File: src/rtl/keypad_scan_engine.sv
// rtl/keypad_scan_engine.sv - parametrised matrix keypad scanner with debounce, multi-key rejection and auto-repeat
module keypad_scan_engine #(
    parameter int P_ROWS         = 4,
    parameter int P_COLS         = 4,
    parameter int P_TICK         = 100_000,
    parameter int P_DEBOUNCE     = 3,
    parameter int P_REPEAT_EN    = 0,
    parameter int P_REPEAT_DELAY = 50,
    parameter int P_REPEAT_RATE  = 10,
    localparam int CW            = $clog2(P_ROWS * P_COLS)
) (
    input  logic              i_clk,
    input  logic              i_reset,
    input  logic [P_COLS-1:0] i_col,
    output logic [P_ROWS-1:0] o_row,
    output logic [CW-1:0]     o_key_code,
    output logic              o_key_valid,
    output logic              o_key_repeat,
    output logic              o_key_release,
    output logic              o_key_held,
    output logic              o_multi
);
    localparam int TW = (P_TICK > 1) ? $clog2(P_TICK) : 1;
    localparam int RW = (P_ROWS > 1) ? $clog2(P_ROWS) : 1;
    localparam int HW = $clog2(P_REPEAT_DELAY + 1);
    localparam int PW = $clog2(P_REPEAT_RATE + 1);

    typedef enum logic [1:0] {S_IDLE, S_PRESS_DB, S_HELD} state_t;

    state_t        state;
    logic [TW-1:0] tick;
    logic [RW-1:0] row_idx;
    logic [1:0]    acc_cnt;
    logic [CW-1:0] acc_code;
    logic [CW-1:0] cand;
    logic [3:0]    db_cnt;
    logic [3:0]    rel_cnt;
    logic [HW-1:0] hold_cnt;
    logic [PW-1:0] rep_cnt;

    logic [1:0]    row_cnt;
    logic [1:0]    frm_cnt;
    logic [CW-1:0] row_col;
    logic [CW-1:0] frm_code;
    logic          sample;
    logic          frame_end;
    logic          frm_single;
    logic          frm_multi;

    always_comb begin
        for (int r = 0; r < P_ROWS; r++) begin
            o_row[r] = (row_idx != RW'(r));
        end
    end

    // Hit counts saturate at 2: only none / one / many matters for the frame verdict.
    always_comb begin
        row_cnt = 2'd0;
        row_col = '0;
        for (int c = P_COLS - 1; c >= 0; c--) begin
            if (!i_col[c]) begin
                row_col = CW'(c);
                if (row_cnt != 2'd2) row_cnt = row_cnt + 2'd1;
            end
        end
        frm_cnt  = acc_cnt;
        frm_code = acc_code;
        if (row_cnt == 2'd2 || acc_cnt == 2'd2 || (row_cnt == 2'd1 && acc_cnt == 2'd1)) begin
            frm_cnt = 2'd2;
        end else if (row_cnt == 2'd1) begin
            frm_cnt  = 2'd1;
            frm_code = CW'(row_idx) * CW'(P_COLS) + row_col;
        end
    end

    assign sample     = (tick == TW'(P_TICK / 2));
    assign frame_end  = sample && (row_idx == RW'(P_ROWS - 1));
    assign frm_single = (frm_cnt == 2'd1);
    assign frm_multi  = (frm_cnt == 2'd2);

    always_ff @(posedge i_clk) begin
        if (i_reset) begin
            tick          <= '0;
            row_idx       <= '0;
            acc_cnt       <= 2'd0;
            acc_code      <= '0;
            state         <= S_IDLE;
            cand          <= '0;
            db_cnt        <= 4'd0;
            rel_cnt       <= 4'd0;
            hold_cnt      <= '0;
            rep_cnt       <= '0;
            o_key_code    <= '0;
            o_key_valid   <= 1'b0;
            o_key_repeat  <= 1'b0;
            o_key_release <= 1'b0;
            o_key_held    <= 1'b0;
            o_multi       <= 1'b0;
        end else begin
            o_key_valid   <= 1'b0;
            o_key_repeat  <= 1'b0;
            o_key_release <= 1'b0;

            if (tick == TW'(P_TICK - 1)) begin
                tick    <= '0;
                row_idx <= (row_idx == RW'(P_ROWS - 1)) ? '0 : row_idx + 1'b1;
            end else begin
                tick <= tick + 1'b1;
            end

            if (sample && !frame_end) begin
                acc_cnt  <= frm_cnt;
                acc_code <= frm_code;
            end

            if (frame_end) begin
                acc_cnt  <= 2'd0;
                acc_code <= '0;
                o_multi  <= frm_multi;
                case (state)
                    S_IDLE: begin
                        if (frm_single) begin
                            cand   <= frm_code;
                            db_cnt <= 4'd1;
                            if (P_DEBOUNCE == 1) begin
                                state       <= S_HELD;
                                o_key_code  <= frm_code;
                                o_key_valid <= 1'b1;
                                o_key_held  <= 1'b1;
                                hold_cnt    <= '0;
                                rep_cnt     <= '0;
                                rel_cnt     <= 4'd0;
                            end else begin
                                state <= S_PRESS_DB;
                            end
                        end
                    end
                    S_PRESS_DB: begin
                        if (frm_single && frm_code == cand) begin
                            if (db_cnt + 4'd1 == 4'(P_DEBOUNCE)) begin
                                state       <= S_HELD;
                                o_key_code  <= cand;
                                o_key_valid <= 1'b1;
                                o_key_held  <= 1'b1;
                                hold_cnt    <= '0;
                                rep_cnt     <= '0;
                                rel_cnt     <= 4'd0;
                            end else begin
                                db_cnt <= db_cnt + 4'd1;
                            end
                        end else if (frm_single) begin
                            cand   <= frm_code;
                            db_cnt <= 4'd1;
                        end else begin
                            state  <= S_IDLE;
                            db_cnt <= 4'd0;
                        end
                    end
                    S_HELD: begin
                        if (frm_single && frm_code == o_key_code) begin
                            rel_cnt <= 4'd0;
                            // hold_cnt parks at the delay; rep_cnt then paces the repeats
                            if (hold_cnt != HW'(P_REPEAT_DELAY)) begin
                                hold_cnt <= hold_cnt + HW'(1);
                                rep_cnt  <= '0;
                                if (hold_cnt + HW'(1) == HW'(P_REPEAT_DELAY) && P_REPEAT_EN != 0) begin
                                    o_key_valid  <= 1'b1;
                                    o_key_repeat <= 1'b1;
                                end
                            end else if (rep_cnt + PW'(1) == PW'(P_REPEAT_RATE)) begin
                                rep_cnt <= '0;
                                if (P_REPEAT_EN != 0) begin
                                    o_key_valid  <= 1'b1;
                                    o_key_repeat <= 1'b1;
                                end
                            end else begin
                                rep_cnt <= rep_cnt + PW'(1);
                            end
                        end else if (frm_multi) begin
                            rel_cnt <= 4'd0;
                        end else if (rel_cnt + 4'd1 == 4'(P_DEBOUNCE)) begin
                            state         <= S_IDLE;
                            o_key_release <= 1'b1;
                            o_key_held    <= 1'b0;
                            rel_cnt       <= 4'd0;
                            db_cnt        <= 4'd0;
                        end else begin
                            rel_cnt <= rel_cnt + 4'd1;
                        end
                    end
                    default: state <= S_IDLE;
                endcase
            end
        end
    end
endmodule

File: config.mk
export PLATFORM = sky130hd
export DESIGN_NAME = keypad_scan_engine
export DESIGN_NICKNAME = d
export VERILOG_FILES = /design/src/rtl/keypad_scan_engine.sv
export SDC_FILE = /design/constraint.sdc
export NUM_CORES = 1
export LEC_CHECK = 0
export CORE_MARGIN = 5
export CORE_UTILIZATION = 35
export DETAILED_ROUTE_END_ITERATION = 12
export GPL_ROUTABILITY_DRIVEN = 0
export GPL_TIMING_DRIVEN = 0
export PLACE_DENSITY = 0.6
export SLEW_MARGIN = 10
export SYNTH_ARGS = -nofsm -noshare
export SYNTH_HDL_FRONTEND = slang
export SYNTH_SLANG_ARGS = --single-unit
File: constraint.sdc
create_clock -name i_clk -period 4.5 [get_ports i_clk]
set_input_delay 0.45 -clock i_clk [delete_from_list [all_inputs] [get_ports i_clk]]
set_output_delay 0.45 -clock i_clk [all_outputs]
set_load 0.02 [all_outputs]
# Word-level counts from Yosys, hierarchy flattened
# Index checks and enable logic that the tools add are counted.
dict set report word_totals {
  ff_bits 47
  latchBits 0
  mem_bits_rw 0
  romBits 0
  inputBits 6
  out_inout_bits 13
  word_cells 128
  n_memories 0
}
dict set report classes {
  n_addsub 8
  n_mul 0
  div_mod_pow 0
  n_lt_le_gt_ge 0
  eq_ne 31
  n_shift 0
  muxes 49
  bitwise_logic 4
  n_reduce_logical 23
}
# op count
set ops {}
lappend ops {{4-bit two-way mux} 18}
lappend ops {{2-bit two-way mux} 17}
lappend ops {{2-bit inequality test (second input constant)} 12}
lappend ops {{7-bit AND reduction} 3}
lappend ops {{17-bit by 1-bit adder with 17-bit output (second input constant)} 1}
lappend ops {{17-bit by 16-bit == test with 1-bit output (second input constant)} 1}
lappend ops {{17-bit == test (second input constant)} 1}
lappend ops {{4-bit one-hot mux with 2 select lines} 2}
lappend ops {{4-bit one-hot mux with 3 select lines} 1}
lappend ops {{2-bit == test (second input constant)} 5}
lappend ops {{1-bit two-way mux} 9}
lappend ops {{3-bit inequality test (second input constant)} 3}
lappend ops {{2-bit by 1-bit adder with 2-bit output (second input constant)} 4}
lappend ops {{4-bit by 1-bit adder with 4-bit output (second input constant)} 2}
lappend ops {{2-bit by 1-bit == test with 1-bit output (second input constant)} 4}
lappend ops {{4-bit by 2-bit == test with 1-bit output (second input constant)} 2}
lappend ops {{4-bit == test} 2}
lappend ops {{4-bit AND reduction} 2}
lappend ops {{2-bit one-hot mux with 3 select lines} 1}
lappend ops {{2-bit nonzero test} 3}
lappend ops {{1-bit logical AND} 5}
lappend ops {{5-bit OR reduction} 1}
lappend ops {{4-bit adder} 1}
lappend ops {{1-bit inverter} 4}
lappend ops {{9 further kinds} 11}

# Logic depth before layout (Yosys ltp)
dict set report depth {
  ltp_word 18
  depth_mapped 12
  ltp_nobuf 11
}

# Least setup slack after synthesis
# OpenSTA, ideal clock, no wires.
dict set report synth_path {
  path_type {input -> register}
  from {input port i_col[2]}
  to {register rel_cnt[3]}
  arrival_time_ps 3251
  required_ps 4373
  path_slack_ps 1122
  stages 12
  path_buffers 1
  cell_sequence {inv_1 ha_1 a21boi_0 ha_1 or3b_1 buf_6 a31oi_4 mux2i_1 xnor2_2 o31ai_2 nor2_1 or3_1}
}
dict set report synth_via {
  elab_chain_cells 15
  elab_cells_between_ends 33
}
# item line_no
set synth_rtl {}
lappend synth_rtl {{from (decl)} 14} ;# input logic [P_COLS-1:0] i_col,
lappend synth_rtl {{2-bit two-way mux} 61} ;# if (!i_col[c]) begin
lappend synth_rtl {{2-bit by 1-bit adder with 2-bit output or 2-bit inequality test (tied branches)} 63} ;# if (row_cnt != 2'd2) row_cnt = row_cnt + 2'd1;
lappend synth_rtl {{2-bit two-way mux} 63}
lappend synth_rtl {{2-bit two-way mux} 61}
lappend synth_rtl {{2-bit by 1-bit adder with 2-bit output or 2-bit inequality test (tied branches)} 63}
lappend synth_rtl {{2-bit two-way mux} 63}
lappend synth_rtl {{2-bit two-way mux} 61}
lappend synth_rtl {{2-bit == test or 2-bit by 1-bit == test with 1-bit output (tied branches)} {68, 70}}
lappend synth_rtl {{1-bit logical OR or 1-bit logical AND (tied branches)} 68} ;# if (row_cnt == 2'd2 || acc_cnt == 2'd2 || (row_cnt == 2'd1 && acc_cnt == 2'd1)) begin
lappend synth_rtl {{1-bit logical OR} 68}
lappend synth_rtl {{4-bit two-way mux or 2-bit two-way mux (tied branches)} 68}
lappend synth_rtl {{4-bit == test, or another cell as far along} 139} ;# if (frm_single && frm_code == cand) begin
lappend synth_rtl {{1-bit logical AND, or another cell as far along} 139}
lappend synth_rtl {{2-bit inequality test (no line) or 4-bit two-way mux (tied branches)} n/a}
lappend synth_rtl {{4-bit AND reduction (no line) or 4-bit one-hot mux with 2 select lines (tied branches)} n/a}
lappend synth_rtl {{to (signal assigned)} 188} ;# rel_cnt <= rel_cnt + 4'd1;
lappend synth_rtl {{to (decl)} 37} ;# logic [3:0] rel_cnt;
# Several ways; a longest one is shown, not always the timed one.
# A chain may end at the register's enable or synchronous reset.

# Worst setup path after layout
dict set report layout_path {
  from {input port i_col[2]}
  to {register rel_cnt[2]}
}
# Same word-level chain as after synthesis.

==> key figures <==
Timing
  – Worst slew pin tran: 0.811 ns
  – Minimum clock period: 4.03 ns
  – Rel. slew slack: a little under half
  – Pins over their slew limit: 0
  – Setup Skew: 0.00618 ns
  – Unrepaired setup endpoints after global routing: false
  – Max Clk Rate: 0.248 GHz
  – Period Utilization, post-route: 89.5%
  – Final Hold Vio Count: 0
  – Final setup viols: 0
  – Post-route setup TNS: 0 ns

Synthesis
  – Ys async rst share: 0%
  – Main synth FF type: dfxtp_1
  – Synthesized cell area: 3080 sq um
  – Seq/Total Area, Yosys: a little under a third
  – Most area-consuming cells after synthesis: dfxtp_1 31%, ha_1 7.7%, nor2_1 5.0%
  – Syn nets: a little under 400
  – Synth cell types: 65
  – Largest area contributor in the netlist: dfxtp_1
  – Synth warn: 0
  – Number of synthesized flops with an enable pin: 0
  – Gate Count Post-Synth: 370
  – Yosys top cell area share: 30.5%
  – Seq cells post-synth: 47
  – Average cell area after synthesis: 8.33 sq um

Worst setup path
  – Max incr delay on CP: 0.77 ns
  – Slowest CP cell: nor4_2
  – Cell Chain, Critical Path: clkdlybuf4s50_1 > inv_1 > ha_1 > a21boi_0 > ha_1 > or3b_1 > buf_6 > a31o_2 > o21ai_0 > nand2_1 > nor4_2 > o32ai_1 > a21o_1
  – Startpoint types: input port
  – Reg-to-reg startpoint: acc_cnt[1]
  – Critical path peak fanout: 9
  – R2R Path End: rel_cnt[3]
  – Crit Path Class: input port to register
  – R2R cell count: 8
  – Setup slack, reg-to-reg: 1.63 ns
  – Most used cell, CP: ha_1
  – CP arrival: 4.23 ns
  – Crit path capture type: register
  – Critical path data required time: 4.70 ns
  – Critical Path Sink: rel_cnt[2]
  – Critical path startpoint: i_col[2]

Finish
  – Nets: approximately 420
  – Share of cells above drive strength 1: approximately 6.6%
  – Diode count: 0
  – Most common library cell in the layout ignoring fill and taps: dfxtp_1
  – Fillers: 912
  – Area grow syn2layout: 12.1%
  – Most frequent cells in the layout: 47 x dfxtp_1, 41 x nor2_1, 25 x inv_1, 23 x nand2_1, 19 x ha_1

GRT
  – Initial antenna violation count: 0
  – Vias in the first global route: roughly 2600
  – Largest net degree at the start of global routing: 16
  – GRT overflow: 0
  – Total track usage: 12.9%
  – First-pass GRT wire length: 12.0 mm

CTS
  – CTS max path bufs: 2
  – Clock slew at reported path FFs: 0.09 ns
  – TritonCTS clock tree: built
  – H-tree levels: 2
  – Clk sinks: 47
  – PostCTS Resize Cnt: 0
  – CTS root buf: clkbuf_8
  – Clock latency on the worst-skew pair: 0.30 ns
  – Post-CTS Setup Bufs: 0
  – TritonCTS Buffers: 5
  – Hold buffers post-CTS: 0

Outcome
  – Status: completed

Place
  – IO Port Bufs: 15
  – Dpl hpwl: 5.30 mm

Die
  – Starting density of the core: a little over a third
  – Site row count: 34
  – Die area: between 10000 and 15000 sq um
  – Core Footprint: 8640 sq um
  – Die Y: between 100 and 150 um
  – Die width: 104 um
  – Top-Level Pins: 19

Run
  – Max_cap viols: 0

Detailed routing
  – Met3 wire length: 306 um
  – WL/cell: 13.8 um
  – Via count: ~2700
  – Vias per inst: 5.38
  – Total wire length: ~7 mm
  – DR WL met2: between 3 and 4 mm
  – TritonRoute pass-1 iters: 4
  – Initial DRC Count: 117
  – # DRC: 0
  – Met1 WL: ~3.4 mm
  – Highest metal used: met4
  – Antenna viol nets, final: 0

Power
  – LEAKAGE: 1.17 nW
  – Power per cell area: between 200 and 250 nW/um^2
  – Logic pwr share: 10.4%
  – Sequential Power Share: 55.1%
  – P_int: 558 uW
  – P_sw: between 200 and 250 uW
  – Switching Share: 26.8%
  – Worst VDD drop: 103 uV
  – Clock Power Share: 34.5%
  – Total power: 762 uW

Worst hold path
  – HP Class: register to register
## registers in the layout (all words and copies together) (netlist names)
register and flops:
o_key_held 1, acc_code 4, rel_cnt 4, row_idx 2, o_key_release 1, acc_cnt 2, state 2, db_cnt 4
cand 4, tick 17, o_key_valid 1, o_multi 1, o_key_code 4
## power groups by stage
| stage | clock network [mW] | registers (mW) | logic (mW) |
|---|---|---|---|
| global route | 0.286 | 0.421 | 0.0880 |
| floorplan | 0 | 0.429 | 0.0586 |
| global placement | 0 | 0.430 | 0.0784 |
| detailed placement | 0 | 0.430 | 0.0789 |
| CTS | 0.272 | 0.420 | 0.0793 |
| finish | 0.263 | 0.420 | 0.0789 |
## synth_stat cells, drive strengths merged, types with 7 or more instances
library cell	instances
dfxtp	47
nand3	13
a31oi	7
a21oi	13
nor3	18
nor2b	8
xor2	14
o21ai	14
nand2b	10
xnor2	9
a211oi	8
nand4	9
nand2	23
ha	19
mux2i	7
nor2	41
inv	25
## through the flow
step	cell area, sq um	setup WS, ns	hold WS, ns	std cells	util (%)
finish	3460	0.471	0.472	501	40.0
global route	3460	0.241	0.522	501	40.0
CTS	3460	0.422	0.473	501	40.0
detailed placement	3370	0.114	0.457	493	39.0
global placement	3370	0.122	0.447	493	39.0
floorplan	3080	1.12	0.430	370	-
## per-layer routing
metal	vias up	track usage, %
met3	7	2.67
met1	1264	17.1
met2	39	21.6
li1	1384	-
met4	0	2.50
met5	-	0
## area by class of cell
cell class                      count  area, sq um  share of cell area, %
Buffer                             10         57.6                   1.66
Clock buffer                        6         72.6                   2.10
Clock inverter                      2         16.3                  0.471
Inverter                           25         93.8                   2.71
Multi-Input combinational cell    288         1990                   57.6
Sequential cell                    47          941                   27.2
Tap cell                          108          135                   3.91
Timing Repair Buffer               15          150                   4.34
## how the worst min path moves through the flow
stage / start / to / slack [ns] / cells after the start
after detailed placement: tick[0] / tick[0] / 0.46 / 1
after global routing: o_multi / o_multi / 0.52 / 2
after floorplan: tick[0] / tick[0] / 0.43 / 1
final: tick[0] / tick[0] / 0.47 / 1
after global placement: tick[0] / tick[0] / 0.45 / 1
after CTS: o_key_held / o_key_held / 0.47 / 2
## cell families (layout without fill, tap and decap cells)
kind of cell | count (synthesis) | in the layout | share of synthesized area, %
buffers and inverters | 35 | 58 | 4.91
other | 1 | 1 | 0.122
AND/OR/NAND/NOR | 164 | 164 | 30.6
XOR/XNOR | 23 | 23 | 6.78
flip-flops | 47 | 47 | 30.5
adder cells (fa/ha/maj) | 19 | 19 | 7.71
multiplexers | 7 | 7 | 2.27
AO/OA/AOI/OAI | 74 | 74 | 17.1
## critical path: cells and delay by family
kind | cells | cell delay [ns]
compound gates | 5 | 1.06
fa+ha+maj | 2 | 0.63
buf+inv | 3 | 0.74
simple gates | 3 | 1.35
Note: power is estimated with default switching activity, not from simulation.
